## src/rtl/eth_types_pkg.sv

```systemverilog
// Shared Ethernet constants and the transmit framer state type, used by the
// TX framer and reusable by the receive-side parser.
package eth_types_pkg;

   localparam logic [7:0]  ETH_PREAMBLE_BYTE = 8'h55;
   localparam logic [7:0]  ETH_SFD_BYTE      = 8'hD5;
   localparam logic [31:0] ETH_CRC_POLY      = 32'hEDB88320;
   localparam logic [31:0] ETH_CRC_INIT      = 32'hFFFFFFFF;

   typedef enum logic [2:0] {
      ST_IDLE,
      ST_PREAMBLE,
      ST_SFD,
      ST_DATA,
      ST_PAD,
      ST_FCS,
      ST_IPG
   } eth_tx_state_t;

endpackage

```

## src/rtl/eth_crc32_byte.sv

```systemverilog
// One-byte step of the reflected Ethernet CRC-32; purely combinational so the
// same block serves the TX FCS generator and the RX FCS check.
module eth_crc32_byte
   import eth_types_pkg::*;
(
   input  logic [31:0] i_crc,
   input  logic [7:0]  i_data,
   output logic [31:0] o_crc
);

   logic [31:0] w_c;

   always_comb begin
      // NOTE: blocking assignments chain the eight bit steps within one evaluation.
      w_c = i_crc ^ {24'h000000, i_data};
      for (int i = 0; i < 8; i++) begin
         w_c = w_c[0] ? ((w_c >> 1) ^ ETH_CRC_POLY) : (w_c >> 1);
      end
      o_crc = w_c;
   end

endmodule

```

## src/rtl/eth_tx_framer.sv

```systemverilog
// RMII transmit framer: preamble, SFD, payload, CRC-32 FCS and IPG on 2-bit pins.
// Define ETH_TX_PAD_EN to zero-pad short frames to MIN_FRAME_BYTES before the FCS.
module eth_tx_framer
   import eth_types_pkg::*;
#(
   parameter int IPG_CYCLES      = 48,
   parameter int MIN_FRAME_BYTES = 60
) (
   input  logic       clk,
   input  logic       reset,
   input  logic [7:0] tx_data,
   input  logic       tx_valid,
   input  logic       tx_last,
   output logic       tx_ready,
   output logic       tx_en,
   output logic       tx0,
   output logic       tx1,
   output logic       tx_busy,
   output logic       frame_done,
   output logic       tx_underrun
);

   localparam int          IPG_W   = $clog2(IPG_CYCLES + 1);
   localparam logic [10:0] LEN_MAX = 11'h7FF;

   eth_tx_state_t    r_state, w_state_nxt;
   logic [1:0]       r_dibit, w_dibit_nxt;
   logic [7:0]       r_byte, w_byte_nxt;
   logic [2:0]       r_bcnt, w_bcnt_nxt;
   logic [10:0]      r_len, w_len_nxt, w_len_inc;
   logic [IPG_W-1:0] r_ipg, w_ipg_nxt;
   logic [31:0]      r_crc, w_crc_nxt, r_fcs, w_fcs_nxt, w_crc_data;
   logic             r_last_seen, w_last_seen_nxt;
   logic             w_underrun_nxt, w_start, w_fcs_load, w_fcs_bad;
   logic             w_accept, w_stall, w_byte_end, w_tx_en_nxt;
   logic             r_tx_ready, r_tx_en, r_tx0, r_tx1, r_busy, r_done, r_underrun;

   eth_crc32_byte u_crc_data (.i_crc(r_crc), .i_data(tx_data), .o_crc(w_crc_data));

`ifdef ETH_TX_PAD_EN
   logic [31:0] w_crc_zero;
   logic        w_need_pad;
   eth_crc32_byte u_crc_zero (.i_crc(r_crc), .i_data(8'h00), .o_crc(w_crc_zero));
   assign w_need_pad = (r_len < 11'(MIN_FRAME_BYTES));
`else
   logic w_unused_pad_cfg;
   assign w_unused_pad_cfg = ^MIN_FRAME_BYTES;
`endif

   assign w_accept   = r_tx_ready & tx_valid;
   assign w_stall    = r_tx_ready & ~tx_valid;
   assign w_byte_end = (r_dibit == 2'd3);
   assign w_len_inc  = (r_len == LEN_MAX) ? r_len : r_len + 11'd1;

   always_comb begin
      // NOTE: every variable gets a default first so no path infers a latch.
      w_state_nxt     = r_state;
      w_dibit_nxt     = r_dibit + 2'd1;
      w_byte_nxt      = r_byte;
      w_bcnt_nxt      = r_bcnt;
      w_len_nxt       = r_len;
      w_ipg_nxt       = r_ipg;
      w_crc_nxt       = r_crc;
      w_fcs_nxt       = r_fcs;
      w_last_seen_nxt = r_last_seen;
      w_underrun_nxt  = 1'b0;
      w_start         = 1'b0;
      w_fcs_load      = 1'b0;
      w_fcs_bad       = 1'b0;

      case (r_state)
         ST_IDLE: begin
            w_dibit_nxt = 2'd0;
            w_start     = tx_valid;
         end
         ST_PREAMBLE: if (w_byte_end) begin
            if (r_bcnt == 3'd6) begin
               w_state_nxt = ST_SFD;
               w_byte_nxt  = ETH_SFD_BYTE;
            end else begin
               w_bcnt_nxt  = r_bcnt + 3'd1;
            end
         end
         ST_SFD, ST_DATA: if (w_byte_end) begin
            if (w_accept) begin
               w_state_nxt     = ST_DATA;
               w_byte_nxt      = tx_data;
               w_crc_nxt       = w_crc_data;
               w_len_nxt       = w_len_inc;
               w_last_seen_nxt = tx_last;
            end else if (w_stall) begin
               w_underrun_nxt = 1'b1;
               w_fcs_load     = 1'b1;
               w_fcs_bad      = 1'b1;
`ifdef ETH_TX_PAD_EN
            end else if (w_need_pad) begin
               w_state_nxt = ST_PAD;
               w_byte_nxt  = 8'h00;
               w_crc_nxt   = w_crc_zero;
               w_len_nxt   = w_len_inc;
`endif
            end else begin
               w_fcs_load = 1'b1;
            end
         end
         ST_PAD: if (w_byte_end) begin
`ifdef ETH_TX_PAD_EN
            if (w_need_pad) begin
               w_byte_nxt = 8'h00;
               w_crc_nxt  = w_crc_zero;
               w_len_nxt  = w_len_inc;
            end else begin
               w_fcs_load = 1'b1;
            end
`else
            w_fcs_load = 1'b1;
`endif
         end
         ST_FCS: if (w_byte_end) begin
            if (r_bcnt == 3'd3) begin
               w_state_nxt = ST_IPG;
               w_ipg_nxt   = '0;
            end else begin
               w_bcnt_nxt  = r_bcnt + 3'd1;
               w_fcs_nxt   = r_fcs >> 8;
               w_byte_nxt  = r_fcs[15:8];
            end
         end
         ST_IPG: begin
            w_dibit_nxt = 2'd0;
            w_ipg_nxt   = r_ipg + IPG_W'(1);
            // The last gap clock is where a waiting frame is first seen, so
            // back-to-back frames are separated by exactly IPG_CYCLES idle clocks.
            if (r_ipg == IPG_W'(IPG_CYCLES - 1)) begin
               w_state_nxt = ST_IDLE;
               w_start     = tx_valid;
            end
         end
         default: w_state_nxt = ST_IDLE;
      endcase

      if (w_start) begin
         w_state_nxt     = ST_PREAMBLE;
         w_dibit_nxt     = 2'd0;
         w_byte_nxt      = ETH_PREAMBLE_BYTE;
         w_bcnt_nxt      = 3'd0;
         w_len_nxt       = 11'd0;
         w_crc_nxt       = ETH_CRC_INIT;
         w_last_seen_nxt = 1'b0;
      end
      // An underrun sends the raw register, the complement of the valid FCS.
      if (w_fcs_load) begin
         w_state_nxt = ST_FCS;
         w_bcnt_nxt  = 3'd0;
         w_fcs_nxt   = w_fcs_bad ? w_crc_nxt : ~w_crc_nxt;
         w_byte_nxt  = w_fcs_nxt[7:0];
      end
   end

   assign w_tx_en_nxt = (w_state_nxt inside {ST_PREAMBLE, ST_SFD, ST_DATA, ST_PAD, ST_FCS});

   always_ff @(posedge clk) begin
      if (reset) begin
         r_state     <= ST_IDLE;
         r_dibit     <= 2'd0;
         r_byte      <= 8'h00;
         r_bcnt      <= 3'd0;
         r_len       <= 11'd0;
         r_ipg       <= '0;
         r_crc       <= ETH_CRC_INIT;
         r_fcs       <= 32'h0;
         r_last_seen <= 1'b0;
         r_tx_ready  <= 1'b0;
         r_tx_en     <= 1'b0;
         r_tx0       <= 1'b0;
         r_tx1       <= 1'b0;
         r_busy      <= 1'b0;
         r_done      <= 1'b0;
         r_underrun  <= 1'b0;
      end else begin
         r_state     <= w_state_nxt;
         r_dibit     <= w_dibit_nxt;
         r_byte      <= w_byte_nxt;
         r_bcnt      <= w_bcnt_nxt;
         r_len       <= w_len_nxt;
         r_ipg       <= w_ipg_nxt;
         r_crc       <= w_crc_nxt;
         r_fcs       <= w_fcs_nxt;
         r_last_seen <= w_last_seen_nxt;
         r_tx_ready  <= (w_state_nxt == ST_SFD || w_state_nxt == ST_DATA) &&
                        (w_dibit_nxt == 2'd3) && !w_last_seen_nxt;
         r_tx_en     <= w_tx_en_nxt;
         r_tx0       <= w_tx_en_nxt & w_byte_nxt[{w_dibit_nxt, 1'b0}];
         r_tx1       <= w_tx_en_nxt & w_byte_nxt[{w_dibit_nxt, 1'b1}];
         r_busy      <= (w_state_nxt != ST_IDLE);
         r_done      <= (w_state_nxt == ST_FCS) && (w_bcnt_nxt == 3'd3) && (w_dibit_nxt == 2'd3);
         r_underrun  <= w_underrun_nxt;
      end
   end

   assign tx_ready    = r_tx_ready;
   assign tx_en       = r_tx_en;
   assign tx0         = r_tx0;
   assign tx1         = r_tx1;
   assign tx_busy     = r_busy;
   assign frame_done  = r_done;
   assign tx_underrun = r_underrun;

endmodule

```

## config.mk

```make
export PLATFORM = sky130hd
export DESIGN_NAME = eth_tx_framer
export DESIGN_NICKNAME = d
export VERILOG_FILES = /design/src/rtl/eth_types_pkg.sv /design/src/rtl/eth_crc32_byte.sv /design/src/rtl/eth_tx_framer.sv
export SDC_FILE = /design/constraint.sdc
export NUM_CORES = 1
export LEC_CHECK = 0
export ABC_AREA = 1
export ABC_CLOCK_PERIOD_IN_PS = 1930
export CAP_MARGIN = 20
export CORE_ASPECT_RATIO = 1.5
export CORE_MARGIN = 2
export CORE_UTILIZATION = 30
export DETAILED_ROUTE_END_ITERATION = 6
export PLACE_DENSITY = 0.54
export SYNTH_ARGS = -nofsm -noshare
export SYNTH_HDL_FRONTEND = slang
export SYNTH_SLANG_ARGS = --single-unit
```

## constraint.sdc

```tcl
create_clock -name clk -period 1.93 [get_ports clk]
set_clock_uncertainty 0.05 [all_clocks]
set_input_delay 0.386 -clock clk [delete_from_list [all_inputs] [get_ports clk]]
set_output_delay 0.386 -clock clk [all_outputs]
set_load 0.01 [all_outputs]
```

* Word level (Yosys, flattened, before mapping) *
Cells that the tools add are included.

operators by class
  reduce and logical (&&, ||, !) cells = 17
  equality and inequality tests = 20
  add/subtract/negate cells = 3
  bitwise operators = 15
  order comparisons = 2
  multiplexer cells = 66

operators by type and width
  operator             number
  $mux 32              17
  $not 13->14          8
  $mux 8               8
  $mux 3               15
  $not 32->32          1
  $xor 32x8->32        1
  $pmux 8 s3           1
  $eq 3x2->1 const B   6
  $eq 3x3->1 const B   6
  $pmux 3 s5           1
  $mux 1               14
  $mux 6               2
  $pmux 6 s2           1
  $lt 3x4->1 const B   2
  $add 6x1->6 const B  1
  $eq 3x1->1 const B   2
  $eq 6x6->1 const B   1
  $ne 2x2->1 const B   3
  $pmux 3 s2           1
  $reduce_and 3->1     2
  $reduce_bool 2->1    3
  $reduce_or 2->1      3
  $reduce_bool 5->1    1
  $and 1x1->1          4
  12 further kinds     19

storage, ports and cells
  flip-flop bits (word level) = 94
  word-level logic and storage cells = 138
  input port bits = 12

* Logic depth before layout (Yosys ltp) *
  word-level depth = 27
  gate-level depth with buffers = 16

* Modules after synthesis *
From an unflattened synthesis, not the netlist that was laid out.

second synthesis, totals
  cell total of the unflattened synthesis = 941
  area total of the unflattened synthesis = 5806.8 µm²

modules (own cells, without submodules)
  module          times used  area an instance (µm²)  cells each  sequential area each (µm²)
  eth_tx_framer   1           4433.0                  684         1721.7
  eth_crc32_byte  1           1373.8                  257         0.0

* Worst setup path before layout *
OpenSTA, ideal clock, no wires.

  kind = flip-flop to flip-flop
  start point = register r_dibit[0]
  end point = register r_tx1 (netlist: tx1)
  cell stages (with the launch flop) = 15
  period minus slack after synthesis = 1858 ps
  slack = 72 ps
  data arrival time = 1694 ps
  buffers on the path = 2
  cell sequence = dfxtp_1 ha_1 buf_2 nand3_1 nor2_4 buf_6 nor2_1 nor2_1 nand3_1 nand3_1 nand2_1 nand2_1 nand2_1 a21oi_1 nor2_1

between the ends
  cells in the longest elaborated chain, start to end = 10

ends and longest elaborated chain
  element                       line                  source
  start: declaration            eth_tx_framer.sv:27   logic [1:0] r_dibit, w_dibit_nxt;
  start signal: assignment      eth_tx_framer.sv:182  r_dibit <= w_dibit_nxt;
  $eq 2x2->1                    eth_tx_framer.sv:52   assign w_byte_end = (r_dibit == 2'd3);
  $mux 32                       eth_tx_framer.sv:84   ST_SFD, ST_DATA: if (w_byte_end) begin
  $mux 32                       eth_tx_framer.sv:71   case (r_state)
  $mux 32                       eth_tx_framer.sv:142  if (w_start) begin
  $not 32->32                   eth_tx_framer.sv:155  w_fcs_nxt = w_fcs_bad ? w_crc_nxt : ~w_crc_nxt;
  $mux 32                       eth_tx_framer.sv:155
  $mux 8                        eth_tx_framer.sv:152  if (w_fcs_load) begin
  $bmux 1 s2                    eth_tx_framer.sv:194  r_tx1 <= w_tx_en_nxt & w_byte_nxt[{w_dibit_nxt, 1'b1}];
  $mux 1 (implied by the code)  eth_tx_framer.sv:194
  $and 1x1->1 *                 eth_tx_framer.sv:194
  end signal: assignment        eth_tx_framer.sv:194
  end: declaration              eth_tx_framer.sv:36   logic r_tx_ready, r_tx_en, r_tx0, r_tx1, r_busy, r_done, r_underrun;

Mark *: on every way between the ends. The rest lies on a longest branch, timed or not. The select of a mux whose other input is x is not followed.
A chain may end at the register's enable or synchronous reset.

* Final worst setup path *
  start point = register r_dibit[0]
  end point = register r_tx0 (netlist: tx0)

between the ends
  cells in the longest elaborated chain, start to end = 10

ends and longest elaborated chain
  element                       line                  source
  $eq 2x2->1                    eth_tx_framer.sv:52
  $mux 32                       eth_tx_framer.sv:84
  $mux 32                       eth_tx_framer.sv:71
  $mux 32                       eth_tx_framer.sv:142
  $not 32->32                   eth_tx_framer.sv:155
  $mux 32                       eth_tx_framer.sv:155
  $mux 8                        eth_tx_framer.sv:152
  $bmux 1 s2                    eth_tx_framer.sv:193  r_tx0 <= w_tx_en_nxt & w_byte_nxt[{w_dibit_nxt, 1'b0}];
  $mux 1 (implied by the code)  eth_tx_framer.sv:193
  $and 1x1->1 *                 eth_tx_framer.sv:193
  end signal: assignment        eth_tx_framer.sv:193
  end: declaration              eth_tx_framer.sv:36

Marks and branches as above.

==> impl_metrics.csv <==
group,metric,value,unit
run_status,status,"finished, violations left",
run_status,violations,"negative setup slack",
finish,area_delta_synth_final,48.2,%
synth,yosysSeqAreaShare,30.5,%
synth,synth_edf_count,0,
routing,totalWireLength,19600,um
clock_tree,htreeDepth,3,
synth,avgSynthCellArea,6.37,um^2
setup_path,r2r_slack,-0.02,ns
power,total_power,4.36,mW
place,gp_congestion,0.877,
place,dp_cells,1256,
setup_path,cp_max_fo,4,
routing,drt_iter0_markers,299,
clock_tree,clkTransAtPathRegs,0.07,ns
synth,ys_ff_latch,86,
synth,synth_nets,904,
sta,fin_ws,-0.0220,ns
setup_path,reg2reg_from,"r_dibit[0]",
power,vdd_drop_max,0.000365,V
floorplan,start_util,30.6,%
setup_path,crit_path_start_kind,"flop",
clock_tree,cts_tree,"built",
floorplan,core-area,18500,um^2
synth,ys_types,48,
place,place_ws,-0.618,ns
floorplan,rows,61,
sta,fin_hold_ws,0.410,ns
setup_path,worst-endpoint-arrival,2.19,ns
clock_tree,numClockSinks,86,
grt,grt_start_max_net_pins,44,
finish,final-instance-count-excl-fill,1296,
grt,grt.overflow.total,0,
finish,final_cell_mix,"284 x nand2_1, 129 x buf_4, 100 x nand3_1, 74 x dfxtp_1, 70 x inv_1",
power,power_density,521,nW/um^2
synth,ys_warn_count,0,
clock_tree,cts_made_buffers,9,
clock_tree,cts-hold-fix-buffers,0,
grt,track_usage,19.3,%
sta,rsz0062_at_grt,"yes",
setup_path,ff2ff_path_depth,13,
setup_path,crit_path_start,"r_dibit[0]",
sta,timing.fmax,0.512,GHz
grt,grt_pass1_vias,5676,
floorplan,io_pins,19,
floorplan,dieArea,19900,um^2
routing,avgViaCountPerCell,4.76,
hold_path,holdPathStages,2,
sta,finalSetupViolCount,2,
power,power_leakage,3.68,nW
sta,tightest_slew,0.340,ns
finish,antenna_cells,0,
finish,drive_above_1_share,33.6,%
setup_path,r2r_end,"tx0",
sta,slew_viol_final,0,
sta,relSlewSlack,77.1,%
setup_path,cp-end-kind,"flop",
synth,netlist_area,5640,um^2
finish,final.fill_count,1876,
hold_path,min_to,"r_fcs[23]",
routing,num_vias,6166,
setup_path,crit_required,2.16,ns
routing,drcViolationCount,0,
clock_tree,clockRootBuffer,"clkbuf_16",
job,maxCapViolations,0,
routing,wire_per_inst,15.1,um
synth,async_flop_share,0,%
routing,detail-route-antenna-nets,0,
synth,netlist_instances,886,
sta,hold_viol,0,
sta,finalCriticalPeriod,1.95,ns
setup_path,crit_type,"reg -> reg",
place,port_buffers,18,
hold_path,hold_class,"reg -> reg",
clock_tree,cts.path.max_buffers,2,
clock_tree,clk_latency,0.35,ns
floorplan,fp.dieW,116,um
finish,final_common_cell,"nand2_1",
finish,nNetsFinal,1057,
place,dp_hpwl,14500,um
grt,antenna_found_initial,0,
sta,fin_crit_sh,101,%
hold_path,hp-start,"r_fcs[23]",
grt,grt_first_pass_wirelength,29300,um
routing,drt-pass1-iter-count,5,
synth,synthFlopType,"dfxtp_1",
floorplan,chipHeight,172,um
-- where the power goes --
group | internal, mW | leakage, nW | switching, mW | total [mW]
registers | 1.79 | 0.699 | 0.0113 | 1.80
logic | 0.336 | 2.84 | 0.451 | 0.787
clock network | 0.933 | 0.142 | 0.834 | 1.77
total | 3.06 | 3.68 | 1.30 | 4.36
-- worst max-delay path, stage by stage (launching register included) --
cell     delay, ns
dfxtp_2       0.34
ha_4          0.17
nand3_4       0.08
nor2_4        0.06
inv_4         0.11
buf_6         0.13
nand4_1       0.13
nor2_4        0.22
nand2_1       0.07
nand2_1       0.07
nand2_2       0.06
a21oi_4       0.20
nand2_1       0.09
a21oi_2       0.10
-- layer usage --
metal	track usage [%]	part of all wire, %	vias up
met2	36.4	53	118
met3	2.07	2.7	43
met5	0	0	-
met1	21.2	39	2840
li1	-	-	3165
met4	9.27	4.8	0
-- flip-flops by register name, summed over array words and instances, names as in the netlist --
| signal | count |
|---|---|
| frame_done | 1 |
| r_bcnt | 3 |
| r_byte | 8 |
| r_crc | 32 |
| r_dibit | 2 |
| r_fcs | 24 |
| r_ipg | 6 |
| r_last_seen | 1 |
| r_state | 3 |
| tx0 | 1 |
| tx1 | 1 |
| tx_busy | 1 |
| tx_en | 1 |
| tx_ready | 1 |
| tx_underrun | 1 |
-- timing repair --
| action | 4_1_cts | 5_1_grt |
|---|---|---|
| pin swaps | 15 | 46 |
| resized for setup | 71 | 143 |
| endpoints found under the hold margin | 0 | 0 |
| buffers inserted | 9 | 12 |
| endpoints found under the setup margin | 38 | 40 |
| gates cloned | 1 | 2 |
-- worst max path at each step --
stage | endpoint | depth (start not counted) | slack, ns
6_report | tx0 | 13 | -0.02
4_1_cts | tx1 | 15 | -0.03
3_3_place_gp | r_fcs[25] | 14 | -0.58
5_1_grt | tx1 | 15 | -0.14
3_5_place_dp | r_fcs[25] | 14 | -0.62
2_1_floorplan | tx1 | 14 | 0.07
-- stage by stage --
step                      utilization (%)  instance area (um^2)  TNS [ns]
final                                45.3                  8370   -0.0247
after global routing                 45.3                  8370    -0.517
after CTS                            41.4                  7640   -0.0551
after detailed placement             38.0                  7020    -24.09
after global placement               38.0                  7020    -22.93
after floorplan                         -                  5640         0
-- kinds of logic (layout without fill, tap and decap cells) --
family	count (synthesis)	in the layout	share of synthesized area, %
AOI/OAI and AO/OA	110	110	11.2
buffers and inverters	118	276	9.38
and+or+nand+nor	532	532	41.7
DFF	86	86	30.5
xor gates and xnor gates	34	34	5.88
adders and majority gates	6	6	1.33
-- Yosys cell counts, drive strengths merged, types with 3 or more instances --
cell type  instances  area [um^2]
or2                4         25.0
a22oi              6         45.0
ha                 6         75.1
xnor2              7         80.1
xor2              27          251
nand4              6         43.8
a31oi              6         37.5
dfxtp             86         1720
o21ai             24          135
o211ai             3         22.5
nand2            328         1300
inv               82          308
nand3            130          671
a21oi             66          345
buf               26          184
nand3b             3         22.5
clkbuf             9         33.8
nor3               8         51.3
nor2              50          225
-- cell type report --
cell class                      count  area (um^2)  area share (%)
Timing Repair Buffer              177         1610            19.3
Clock buffer                       10          239            2.86
Multi-Input combinational cell    682         4090            48.9
Inverter                           83          317            3.78
Clock inverter                      6         53.8           0.643
Sequential cell                    86         1740            20.8
Tap cell                          252          315            3.77
No activity file was read; power rests on OpenSTA's default activity.
